[src/rtl/voter_pkg.sv]
// voter_pkg: shared defaults and width helper for threshold_voter
package voter_pkg;
  localparam int N_DEF = 4;
  localparam int THRESH_DEF = 3;
  localparam int PERSIST_DEF = 4;
  localparam int CNT_W = 8;
  function automatic int cnt_width(input int n);
    return $clog2(n + 1);
  endfunction
endpackage

[src/rtl/threshold_voter_if.sv]
// threshold_voter_if: sample/result bundle between a driver and the voter
interface threshold_voter_if import voter_pkg::*; #(parameter int N = N_DEF);
  localparam int W = cnt_width(N);
  logic in_valid;
  logic [N-1:0] in_bits;
  logic clear_faults;
  logic out_valid;
  logic x;
  logic [W-1:0] ones_count;
  logic no_quorum;
  logic [N-1:0] fault_mask;
  modport master(output in_valid, in_bits, clear_faults, input out_valid, x, ones_count, no_quorum, fault_mask);
  modport slave(input in_valid, in_bits, clear_faults, output out_valid, x, ones_count, no_quorum, fault_mask);
endinterface

[src/rtl/threshold_voter_cnt.sv]
// vote_persist_cnt: per-channel disagreement counter with sticky fault flag
module vote_persist_cnt import voter_pkg::*; #(
  parameter int PERSIST = PERSIST_DEF
) (
  input  logic clk,
  input  logic rst_n,
  input  logic en,
  input  logic differ,
  input  logic clear,
  output logic [CNT_W-1:0] cnt,
  output logic fault
);
  localparam logic [CNT_W:0] LIM = PERSIST[CNT_W:0];
  logic [CNT_W:0] nxt;
  logic hit;
  assign nxt = {1'b0, cnt} + 1'b1;
  assign hit = differ && nxt == LIM;
  always_ff @(posedge clk or negedge rst_n)
    if (!rst_n) begin
      cnt <= '0;
      fault <= 1'b0;
    end else if (clear) begin
      cnt <= '0;
      fault <= 1'b0;
    end else if (en && !fault) begin
      cnt <= (!differ || hit) ? '0 : (&cnt ? cnt : nxt[CNT_W-1:0]);
      fault <= hit;
    end
endmodule

[src/rtl/threshold_voter.sv]
// threshold_voter: k-of-N voter over non-faulted channels with persistence-based fault masking
module threshold_voter import voter_pkg::*; #(
  parameter int N = N_DEF,
  parameter int THRESH = THRESH_DEF,
  parameter int PERSIST = PERSIST_DEF
) (
  input logic clk,
  input logic rst_n,
  threshold_voter_if.slave bus
);
  localparam int W = cnt_width(N);
  localparam logic [W-1:0] TH = W'(THRESH);
  logic [W-1:0] c, a;
  logic quorum, vote;
  logic [N-1:0] mask;
  logic [CNT_W-1:0] cnt [N];
  always_comb begin
    c = '0;
    a = '0;
    for (int i = 0; i < N; i++) begin
      a = a + W'(!mask[i]);
      c = c + W'(bus.in_bits[i] & !mask[i]);
    end
  end
  assign quorum = a >= TH;
  assign vote = c >= TH;
  assign bus.fault_mask = mask;
  always_ff @(posedge clk or negedge rst_n)
    if (!rst_n) begin
      bus.out_valid <= 1'b0;
      bus.x <= 1'b0;
      bus.ones_count <= '0;
      bus.no_quorum <= 1'b0;
    end else begin
      bus.out_valid <= bus.in_valid;
      if (bus.in_valid) begin
        bus.ones_count <= c;
        bus.no_quorum <= !quorum;
        bus.x <= quorum ? vote : bus.x;
      end
    end
  // counters only move on quorum samples; the mask used here is the pre-edge one
  for (genvar i = 0; i < N; i++) begin : g_ch
    vote_persist_cnt #(.PERSIST(PERSIST)) u_cnt (
      .clk(clk),
      .rst_n(rst_n),
      .en(bus.in_valid && quorum),
      .differ(bus.in_bits[i] != vote),
      .clear(bus.clear_faults),
      .cnt(cnt[i]),
      .fault(mask[i])
    );
  end
endmodule

[src/flat_wrapper.sv]
// flat-port wrapper written by rule: the top's interface ports become plain ports
module threshold_voter_flat import voter_pkg::*;
#(
  parameter int N = N_DEF,
  parameter int THRESH = THRESH_DEF,
  parameter int PERSIST = PERSIST_DEF
)
  (clk, rst_n, bus_in_valid, bus_in_bits, bus_clear_faults, bus_out_valid, bus_x, bus_ones_count, bus_no_quorum, bus_fault_mask);
  threshold_voter_if #(.N(N)) bus_i ();
  input logic clk;
  input logic rst_n;
  input wire logic [$bits(bus_i.in_valid)-1:0] bus_in_valid;
  input wire logic [$bits(bus_i.in_bits)-1:0] bus_in_bits;
  input wire logic [$bits(bus_i.clear_faults)-1:0] bus_clear_faults;
  output wire logic [$bits(bus_i.out_valid)-1:0] bus_out_valid;
  output wire logic [$bits(bus_i.x)-1:0] bus_x;
  output wire logic [$bits(bus_i.ones_count)-1:0] bus_ones_count;
  output wire logic [$bits(bus_i.no_quorum)-1:0] bus_no_quorum;
  output wire logic [$bits(bus_i.fault_mask)-1:0] bus_fault_mask;
  assign bus_i.in_valid = bus_in_valid;
  assign bus_i.in_bits = bus_in_bits;
  assign bus_i.clear_faults = bus_clear_faults;
  assign bus_out_valid = bus_i.out_valid;
  assign bus_x = bus_i.x;
  assign bus_ones_count = bus_i.ones_count;
  assign bus_no_quorum = bus_i.no_quorum;
  assign bus_fault_mask = bus_i.fault_mask;
  threshold_voter #(.N(N), .THRESH(THRESH), .PERSIST(PERSIST)) u_core (.clk(clk), .rst_n(rst_n), .bus(bus_i));
endmodule
[config.mk]
export PLATFORM = sky130hd
export DESIGN_NAME = threshold_voter_flat
export DESIGN_NICKNAME = d
export VERILOG_FILES = /design/src/rtl/voter_pkg.sv /design/src/rtl/threshold_voter_if.sv /design/src/rtl/threshold_voter_cnt.sv /design/src/rtl/threshold_voter.sv /design/src/flat_wrapper.sv
export SDC_FILE = /design/constraint.sdc
export NUM_CORES = 1
export LEC_CHECK = 0
export ABC_AREA = 1
export CAP_MARGIN = 30
export CORE_MARGIN = 1
export CORE_UTILIZATION = 45
export DETAILED_ROUTE_END_ITERATION = 10
export PLACE_DENSITY_LB_ADDON = 0.25
export SLEW_MARGIN = 20
export SYNTH_ARGS = -nofsm -noshare
export SYNTH_HDL_FRONTEND = slang
export SYNTH_SLANG_ARGS = --single-unit
[constraint.sdc]
create_clock -name clk -period 2.7 [get_ports clk]
set_clock_uncertainty 0.05 [all_clocks]
set_input_delay 0.54 -clock clk [delete_from_list [all_inputs] [get_ports clk]]
set_output_delay 0.54 -clock clk [all_outputs]
set_load 0.005 [all_outputs]
==> flow_summary.ini <==
[route]
drcViolationCount = 0
drt_pass1_iterations = 4
drt-vias-per-instance = 5.06
wirelength_um = 5660
met1_length_um = 2650
dr_wl_met2_um = 2810
first_iter_violations = 96
ant_nets = 0
wl_met3_um = 138
routedWlPerCell_um = 12.4
highest_layer = met4
vias = 2311

[global_route]
grt_pass1_wl_um = 10200
gr-total-overflow = 0
antenna_found_initial = 0
grt_pass1_vias = 2316
grt_usage = 0.204
grt_max_degree = 43

[sta]
fin_crit_ns = 2.60
relSlewSlack = 0.638
final_hold_viol_count = 0
drv_slew = 0
fin_ws_ns = 0.0969
finalSetupTns_ns = 0
timing.final.crit_share = 0.964
setup_violations = 0
tightest_slew_ns = 0.544
max_freq_mhz = 384
rsz0062_at_grt = true

[placed_design]
gp_congestion = 0.809
dp_hpwl_um = 4090
port_buffers = 17
place_inst = 443
post-place-ws_ns = -0.732

[layout]
area_delta_synth_final_pct = 23.8
num-nets-final = 406
fin_util = 0.592
fill_cells = 511
fin_cells = 457
diodes = 0
layout-drive-gt1-share = 0.223

[logic_synthesis]
muxShareOfSynthArea = 0.00829
synthXorXnorAreaFrac = 0.0673
netlist_area_um2 = 2720
synth-edff-count = 0
synth.distinct_cells = 35
synth_compound_area_frac = 0.0714
synth_fa_ha_area_frac = 0.0700
synth_simple_gate_area_frac = 0.327
synth_top_family_by_area = simple AND/OR/NAND/NOR gates
synth_ff_type = dfrtp_1
yosysWarnings = 0
seq_area_frac_synth = 0.387
ys_ff_latch = 42
syn_avg_cell_area_um2 = 8.03
async_flop_share = 1.00
synthesis.nets = 360
syn_inst = 338

[outcome]
status = complete, no violations

[setup_path]
crit_buf_inv = 3
path_class = primary input to flip-flop
slowest_stage = fa_1
crit_chain = clkdlybuf4s15_1 > inv_2 > nor2_4 > fa_1 > ha_2 > ha_4 > nand2_4 > nand2_4 > xor2_2 > nand4_1 > nand3_1 > nor2_2 > buf_4 > nand3b_1 > nand2_1
crit_path_max_fanout = 4
cp.required_ns = 2.84
crit_path_frequent_cell = nand2_4
cp_slowest_stage_delay_ns = 0.43
start_kind = primary input
arrival_ns = 2.74
crit_start = bus_in_bits[3]
critPathTopFamily = adder cells
endpoint_kind = flip-flop
r2r_start = u_core.g_ch[1].u_cnt.fault

[clock_network]
clock_latency_ns = 0.30
cts.clk_slew.worst_paths_ns = 0.09
cts_made_buffers = 5
cts_tree = done
postCtsHoldBufs = 0
clockBufferDepth = 2
cts_sinks = 42
root_buffer = clkbuf_8
cts_max_level = 2

[run]
cap_violations = 0

[floorplan]
pin_count = 18
die_y_um = 79.7
num_rows = 27
core_area_um2 = 5680
start_util = 0.478
dieArea_um2 = 6350
die_w_um = 79.7

[power]
p_leak_nw = 1.55
irDropWorstVdd_mv = 0.211
power.density_nw_per_um2 = 443

[min_path]
hold_class = primary input to async pin
[sequential cells by signal, summed over array words and instances, names as in the netlist]
register,cells
u_core.g_ch.u_cnt.fault,4
u_core.g_ch.u_cnt.cnt,32
u_core.bus.ones_count,3
u_core.bus.no_quorum,1
u_core.bus.x,1
u_core.bus.out_valid,1
[placed cells by master (no fill, tap or decap), types with 3 or more instances in the layout]
cell             instances
nand2_1                 71
nand3_1                 42
dfrtp_1                 42
inv_1                   35
nor2_1                  30
buf_4                   28
clkdlybuf4s50_1         13
xor2_1                  12
ha_1                    10
o21ai_1                  9
nor2_2                   7
nand4_1                  7
nand2_2                  7
a21oi_1                  6
nor2_4                   5
xnor2_1                  5
clkbuf_8                 5
nand2_4                  4
nand3b_1                 4
inv_2                    3
xor2_2                   3
o21ai_2                  3
nand3_4                  3
o21ai_0                  3
[path summary, 6_finish.rpt]
| path | endpoint | slack (ns) | depth (start not counted) |
|---|---|---|---|
| max | u_core.g_ch[1].u_cnt.cnt[3] | 0.1 | 15 |
| min | u_core.g_ch[2].u_cnt.cnt[4] | 0.25 | 2 |
| max reg2reg | u_core.g_ch[1].u_cnt.cnt[3] | 0.11 | 13 |
| min reg2reg | u_core.bus.ones_count[1] | 0.46 | 1 |
| max in group asynchronous | u_core.bus.ones_count[1] | 1.97 | 2 |
| min in group clk | u_core.bus.ones_count[1] | 0.46 | 1 |
[power breakdown]
group / leakage, nW / total [mW] / switching [mW] / internal, mW
Clock: 0.0514 / 0.499 / 0.223 / 0.276
Sequential: 0.572 / 0.681 / 0.0264 / 0.655
Combinational: 0.930 / 0.309 / 0.161 / 0.148
[cells in the mapped netlist, types with 2 or more instances]
| cell | instances | area share |
|---|---|---|
| inv_1 | 37 | 0.051 |
| nor2_4 | 2 | 0.0083 |
| buf_2 | 2 | 0.0037 |
| ha_1 | 12 | 0.055 |
| nand3_4 | 2 | 0.013 |
| xnor2_1 | 5 | 0.016 |
| o21ai_0 | 8 | 0.015 |
| nand2_1 | 74 | 0.10 |
| nand2_2 | 7 | 0.016 |
| nor2_1 | 35 | 0.048 |
| a21oi_1 | 6 | 0.011 |
| dfrtp_1 | 42 | 0.39 |
| nand3b_1 | 4 | 0.011 |
| fa_1 | 2 | 0.015 |
| mux2_2 | 2 | 0.0083 |
| nand3_2 | 2 | 0.0074 |
| xor2_1 | 14 | 0.045 |
| buf_4 | 4 | 0.011 |
| nand3_1 | 43 | 0.079 |
| nand4_1 | 7 | 0.016 |
| nor2_2 | 5 | 0.012 |
| o22ai_1 | 4 | 0.0092 |
| nor3_2 | 2 | 0.0074 |
| o21ai_1 | 6 | 0.011 |
[logic make-up after synthesis]
logic type	after synthesis
flip-flops	42
multiplexers	2
AO/OA/AOI/OAI	30
XOR/XNOR	20
buffers and inverters	45
AND/OR/NAND/NOR	185
adder cells (fa/ha/maj)	14
[through the flow]
| step | cell area (um^2) | total power, mW | hold WS (ns) |
|---|---|---|---|
| after floorplan | 2720 | 0.819 | 0.194 |
| after global routing | 3360 | 1.56 | 0.309 |
| after detailed placement | 3100 | 0.949 | 0.450 |
| after CTS | 3260 | 1.47 | 0.275 |
| after global placement | 3100 | 0.945 | 0.441 |
| final | 3360 | 1.49 | 0.248 |
[routing by layer]
metal,track usage,up-vias
met5,0,-
met2,0.350,26
met4,0.0618,0
li1,-,1187
met1,0.264,1093
met3,0.0309,5
[worst reg2reg max path, cell delays in order, from the launching register on]
cell and delay, ns:
dfrtp_1 0.42, nor2_2 0.14, fa_1 0.43, ha_2 0.20, ha_4 0.28, nand2_4 0.06, nand2_4 0.09, xor2_2 0.18
nand4_1 0.18, nand3_1 0.13, nor2_2 0.06, buf_4 0.14, nand3b_1 0.07, nand2_1 0.06
[cell type report]
cell class                      instances  area [um^2]  area share
Inverter                               38          143      0.0424
Timing Repair Buffer                   46          377       0.112
Sequential cell                        42         1050       0.313
Tap cell                               72         90.1      0.0268
Clock buffer                            6         72.6      0.0216
Multi-Input combinational cell        251         1590       0.473
Clock inverter                          2         37.5      0.0112
[timing repair]
item                                    in CTS  in global routing
cloned                                       0                  0
resized for setup                           15                 25
pin swaps                                   11                 24
setup buffers                                1                  5
endpoints found under the setup margin      36                 32
No activity file was read; power rests on OpenSTA's default activity.
